===== config.mk =====
export PLATFORM = sky130hd
export DESIGN_NAME = grn_attractor_finder
export DESIGN_NICKNAME = d
export VERILOG_FILES = /design/src/rtl/grn_attractor_finder.sv
export SDC_FILE = /design/constraint.sdc
export NUM_CORES = 1
export LEC_CHECK = 0
export CAP_MARGIN = 20
export CORE_MARGIN = 3
export CORE_UTILIZATION = 30
export DETAILED_ROUTE_END_ITERATION = 8
export MAX_ROUTING_LAYER = met4
export SETUP_SLACK_MARGIN = 0.02
export SYNTH_ARGS = -nofsm -noshare
export SYNTH_HDL_FRONTEND = slang
export SYNTH_SLANG_ARGS = --single-unit
export TNS_END_PERCENT = 30

===== constraint.sdc =====
create_clock -name clk -period 6.9 [get_ports clk]
set_input_delay 1.38 -clock clk [delete_from_list [all_inputs] [get_ports clk]]
set_output_delay 1.38 -clock clk [all_outputs]
set_load 0.02 [all_outputs]

===== src/rtl/grn_attractor_finder.sv =====
// Sequential driver for a Boolean gene-regulatory-network next-state block.
// It iterates from a loaded state until it finds a fixed point, a short cycle or a timeout.
module grn_attractor_finder #(
    parameter int WIDTH = 20,
    parameter int HIST = 8,
    parameter int MAX_STEPS = 1024,
    localparam int PW = $clog2(HIST) + 1,
    localparam int SW = $clog2(MAX_STEPS) + 1
) (
    input  logic             clk,
    input  logic             rst,
    input  logic             start,
    input  logic [WIDTH-1:0] init_state,
    output logic [WIDTH-1:0] grn_in,
    input  logic [WIDTH-1:0] grn_out,
    output logic             busy,
    output logic             done,
    output logic [1:0]       result_type,
    output logic [PW-1:0]    period,
    output logic [SW-1:0]    steps,
    output logic [WIDTH-1:0] attractor_state
);

    typedef enum logic [1:0] {IDLE, RUN, DONE} state_t;

    state_t           state;
    state_t           state_nx;
    logic [WIDTH-1:0] cur;
    logic [SW-1:0]    step_cnt;
    // hist[0] is cur itself, so only the older entries are stored
    logic [WIDTH-1:0] hist [1:HIST-1];
    logic [HIST-1:1]  hv;
    logic             hit;
    logic [PW-1:0]    hit_k;
    logic             timeout;

    assign grn_in  = cur;
    assign busy    = (state == RUN);
    assign done    = (state == DONE);
    assign timeout = (step_cnt == SW'(MAX_STEPS - 1));

    // Scan oldest to newest so the lowest matching k is the one kept
    always_comb begin
        hit   = 1'b0;
        hit_k = '0;
        for (int k = HIST - 1; k >= 1; k--) begin
            if (hv[k] && hist[k] == grn_out) begin
                hit   = 1'b1;
                hit_k = PW'(k);
            end
        end
        if (grn_out == cur) begin
            hit   = 1'b1;
            hit_k = '0;
        end
    end

    always_comb begin
        state_nx = state;
        unique case (state)
            IDLE:    if (start) state_nx = RUN;
            RUN:     if (hit || timeout) state_nx = DONE;
            DONE:    state_nx = IDLE;
            default: state_nx = IDLE;
        endcase
    end

    always_ff @(posedge clk) begin
        if (rst) begin
            state           <= IDLE;
            cur             <= '0;
            step_cnt        <= '0;
            hv              <= '0;
            result_type     <= '0;
            period          <= '0;
            steps           <= '0;
            attractor_state <= '0;
            for (int k = 1; k < HIST; k++) hist[k] <= '0;
        end else begin
            state <= state_nx;
            unique case (state)
                IDLE: begin
                    if (start) begin
                        cur      <= init_state;
                        hv       <= '0;
                        step_cnt <= '0;
                    end
                end
                RUN: begin
                    if (hit) begin
                        result_type     <= (hit_k == '0) ? 2'd0 : 2'd1;
                        period          <= hit_k + PW'(1);
                        steps           <= step_cnt;
                        attractor_state <= grn_out;
                    end else if (timeout) begin
                        result_type     <= 2'd2;
                        period          <= '0;
                        steps           <= SW'(MAX_STEPS);
                        attractor_state <= grn_out;
                    end else begin
                        hist[1] <= cur;
                        hv[1]   <= 1'b1;
                        for (int k = 2; k < HIST; k++) begin
                            hist[k] <= hist[k-1];
                            hv[k]   <= hv[k-1];
                        end
                        cur      <= grn_out;
                        step_cnt <= step_cnt + SW'(1);
                    end
                end
                default: ;
            endcase
        end
    end

endmodule


Word-level counts from Yosys, hierarchy flattened
Memory sizes are Yosys's and may differ from the RTL's.
Cells that the tools add are included.
{"block": "word_totals", "regBits": 77, "mem_bits_rw": 140, "in_bits": 43, "output_inout_bits": 59, "elab_cells": 102, "n_memories": 1}
{"name": "hist", "words": 7, "word_bits": 20, "rd": 7, "rd_ports_with_merged_regs": 0, "write_ports": 7, "line_no": "31", "rtl": "logic [WIDTH-1:0] hist [1:HIST-1];"}
{"block": "op_classes", "add_sub_neg": 2, "n_eq_ne": 15, "n_mux": 54, "bitwise": 7, "reduce_logical": 15}
{"cell": "$mux W20", "count": 12}
{"cell": "$eq A20 B20 Y1", "count": 8}
{"cell": "$mux W11", "count": 5}
{"cell": "$pmux W20 S2", "count": 1}
{"cell": "$mux W4", "count": 9}
{"cell": "$pmux W11 S2", "count": 1}
{"cell": "$mux W7", "count": 3}
{"cell": "$mux W1", "count": 16}
{"cell": "$pmux W7 S2", "count": 1}
{"cell": "$add A11 B1 Y11 const B", "count": 1}
{"cell": "$eq A11 B10 Y1 const B", "count": 1}
{"cell": "$mux W2", "count": 4}
{"cell": "$logic_and A1 B1 Y1", "count": 7}
{"cell": "$or A1 B1 Y1", "count": 7}
{"cell": "$ne A2 B2 Y1 const B", "count": 3}
{"cell": "$add A4 B1 Y4 const B", "count": 1}
{"cell": "$logic_not A4 Y1", "count": 1}
{"cell": "$pmux W2 S2", "count": 1}
{"cell": "$reduce_and A2 Y1", "count": 2}
{"cell": "$reduce_and A4 Y1", "count": 1}
{"cell": "$reduce_bool A2 Y1", "count": 2}
{"cell": "$mux W3", "count": 1}
{"cell": "$eq A2 B1 Y1 const B", "count": 1}
{"cell": "$eq A2 B2 Y1 const B", "count": 1}
{"cell": "3 further kinds", "count": 3}

Depth between registers and ports, before layout
An unclocked memory read counts as a cell.
{"block": "logic_depth", "ltp_word": 16, "ltp_mapped": 11, "depth_no_buf": 10}

Worst setup path after synthesis
No wires, ideal clock.
{"block": "synth_timing", "path_type": "input to register", "from": "input grn_out[18]", "to": "register, netlist name hist[0][100]", "setup_ps": 1201, "arrival_ps": 5367, "t_required_ps": 5699, "slack_ps": 332, "cell_stages": 9, "path_buffers": 2, "path_cell_list": "buf_2 -> xor2_1 -> nor4_1 -> nand4_1 -> or4_4 -> and4_4 -> nand3_2 -> buf_2 -> nand2b_1"}
{"element": "start: declaration", "line_no": "15", "rtl": "input logic [WIDTH-1:0] grn_out,"}

==> flow_summary.json <==
{
  "fill_cells": 3323,
  "p_int_mw": 2.375,
  "tritoncts": "done",
  "grt_pass1_vias": 6829,
  "cp-end-kind": "flip-flop",
  "seq_power_share": 0.487,
  "io_buffers": 101,
  "multi_input_area_um2": 4320,
  "finalWorstPathRequiredPeriod_ns": 4.986,
  "area_delta_synth_final_pct": 19.86,
  "register_area_um2": 5746,
  "netlist-cell-type-count": 49,
  "dieHeight_um": 192.9,
  "start_util": 0.3087,
  "irDropWorstVdd_mv": 0.1681,
  "gp_congestion": 0.8548,
  "grt_pass1_wl_um": 39380,
  "grt_max_degree": 141,
  "pwr-share-comb": 0.116,
  "final_max_slew_viol_count": 0,
  "slowest_delay_ns": 0.90,
  "dieArea_um2": 37220,
  "power.density_nw_per_um2": 249.7,
  "vias_per_cell": 4.686,
  "maxCapViolations": 0,
  "status": "complete, no violations",
  "syn_area_um2": 10480,
  "switching_share": 0.2430,
  "ioPinCount": 102,
  "crit_buf_inv": 2,
  "top_usage_layer": "met2",
  "worst_ep_required_time_ns": 7.03,
  "grt.overflow.total": 0,
  "place_ws_ns": 1.356,
  "timing.final.ws_setup_ns": 1.914,
  "hold_violations": 0,
  "grt_use_met1": 0.1878,
  "cp_slowest_cell": "clkdlybuf4s50_1",
  "cts_made_buffers": 24,
  "met3_usage": 0.02035,
  "drive_gt1_frac": 0.07229,
  "fin_nets": 1023,
  "setup_viol": 0,
  "final_cell_mix": "142 x and2_1, 140 x edfxtp_1, 106 x xnor2_1",
  "synth_seq_area_share": 0.5482,
  "n_antenna_cell": 0,
  "critPathKind": "input pin to flip-flop",
  "cts_root_buf": "clkbuf_16",
  "post_cts_buffers": 0,
  "async_reset_ff_frac": 0,
  "core_um2": 33950,
  "die_w_um": 192.9,
  "fin_crit_sh": 0.7227,
  "setup-tns-final_ns": 0,
  "ys_ff_latch": 217,
  "grt_antenna_before_repair": 0,
  "wl_per_cell_um": 17.76,
  "synth_edf_count": 140,
  "hold_buffers": 0,
  "drt_iter0_markers": 420,
  "ant_nets": 0,
  "h-tree-depth": 1,
  "tightestPinTransition_ns": 0.9257,
  "rsz0062_at_grt": "false",
  "num_rows": 67,
  "drc_errors": 0,
  "ys.flop_type": "edfxtp_1",
  "power_leakage_nw": 4.573,
  "fin_skew_ns": 0.01727,
  "crit_chain": "clkdlybuf4s50_1 -> xnor2_1 -> nand4_1 -> nor4_1 -> a22o_1 -> and3b_1 -> nand3_2 -> nand2b_4 -> buf_4",
  "hold_ws_ns": 0.4769,
  "rrSetupSlack_ns": 3.24,
  "path_max_fanout": 55,
  "switching_power_mw": 0.7624,
  "max_freq_ghz": 0.2005,
  "layout_commonest_cell": "and2_1",
  "synth_nets": 947,
  "insertion_delay_ns": 0.51,
  "post_cts_resized": 0,
  "groute.usage.overall": 0.1404,
  "start_kind": "input pin",
  "cts_sinks": 217,
  "grt_use_met2": 0.2254,
  "vias": 6767,
  "synth_warnings": 0,
  "synthCells": 902,
  "clkTransAtPathRegs_ns": 0.06,
  "clock_path_buffers": 3,
  "wl_um": 25640,
  "max_slew_margin": 0.3809,
  "cp.arrival_ns": 5.12,
  "cpLargestDelayFamily": "buffers and inverters",
  "drt-pass1-iter-count": 5,
  "dp_hpwl_um": 18090,
  "avgSynthCellArea_um2": 11.62,
  "hold_class": "flip-flop to flip-flop",
  "pwr-share-clk": 0.397
}
[per-stage QoR]
step,instance area [um^2],util,std cells,power [mW]
finish,12560,0.3700,1444,3.138
global route,12560,0.3700,1444,3.261
CTS,12480,0.3676,1441,3.162
detailed placement,11700,0.3447,1397,1.915
global placement,11700,0.3447,1397,1.911
floorplan,10480,-,902,1.795
[sequential cells by signal, summed over array words and instances, names as in the netlist]
name             cells
period               4
steps               11
hv                   7
grn_in              20
hist               140
step_cnt            11
attractor_state     20
result_type          2
state                2
[layout make-up]
class                      instances  area share
sequential                       217      0.4573
multi-input combinational        620      0.3439
timing repair buffer             112     0.09143
clock buffer                      43     0.06155
tap                              448     0.04462
inverter                           3   0.0008963
clock inverter                     1   0.0002988
[cell usage after synthesis, types with 12 or more instances]
| cell | count | area (um^2) |
|---|---|---|
| nand2_1 | 56 | 210.2 |
| clkbuf_1 | 17 | 63.81 |
| nor4_1 | 20 | 125.1 |
| nand4_1 | 28 | 175.2 |
| edfxtp_1 | 140 | 4204 |
| xor2_1 | 55 | 481.7 |
| buf_2 | 17 | 85.08 |
| a311oi_1 | 20 | 175.2 |
| and2_1 | 142 | 888.4 |
| nor3_2 | 15 | 150.1 |
| xnor2_1 | 106 | 928.4 |
| nand2b_1 | 12 | 75.07 |
| mux2i_1 | 20 | 200.2 |
| a22o_1 | 15 | 131.4 |
| dfxtp_1 | 77 | 1541 |
| nand3_1 | 19 | 95.09 |
| nor2_1 | 31 | 116.4 |
| buf_6 | 18 | 202.7 |
[logic make-up after synthesis]
group	after synthesis	share of synthesized area
and+or+nand+nor	362	0.2019
DFF	217	0.5482
xor gates and xnor gates	161	0.1345
AOI/OAI and AO/OA	75	0.05288
buffers and inverters	65	0.04106
muxes	20	0.01910
adders and majority gates	2	0.002387
[path summary, 6_finish.rpt]
path                from           to  depth (start not counted)
max           grn_out[7]  hist[0][44]                          9
min reg2reg    period[2]    period[2]                          1
max reg2reg  step_cnt[0]  hist[0][44]                          9
min            period[2]    period[2]                          1
[power by group through the flow]
stage | logic [mW] | clock network (mW) | registers (mW)
3_5_place_dp | 0.359 | 0 | 1.56
4_1_cts | 0.361 | 1.27 | 1.53
3_3_place_gp | 0.356 | 0 | 1.55
2_1_floorplan | 0.233 | 0 | 1.56
6_report | 0.364 | 1.24 | 1.53
5_1_grt | 0.397 | 1.33 | 1.54
[routing by layer]
| layer | share of wire | vias to the layer above |
|---|---|---|
| met5 | 0 | - |
| met4 | 0.026 | 0 |
| met3 | 0.041 | 39 |
| met2 | 0.47 | 174 |
| met1 | 0.47 | 3244 |
| li1 | - | 3310 |
(Power assumes the default switching activity.)
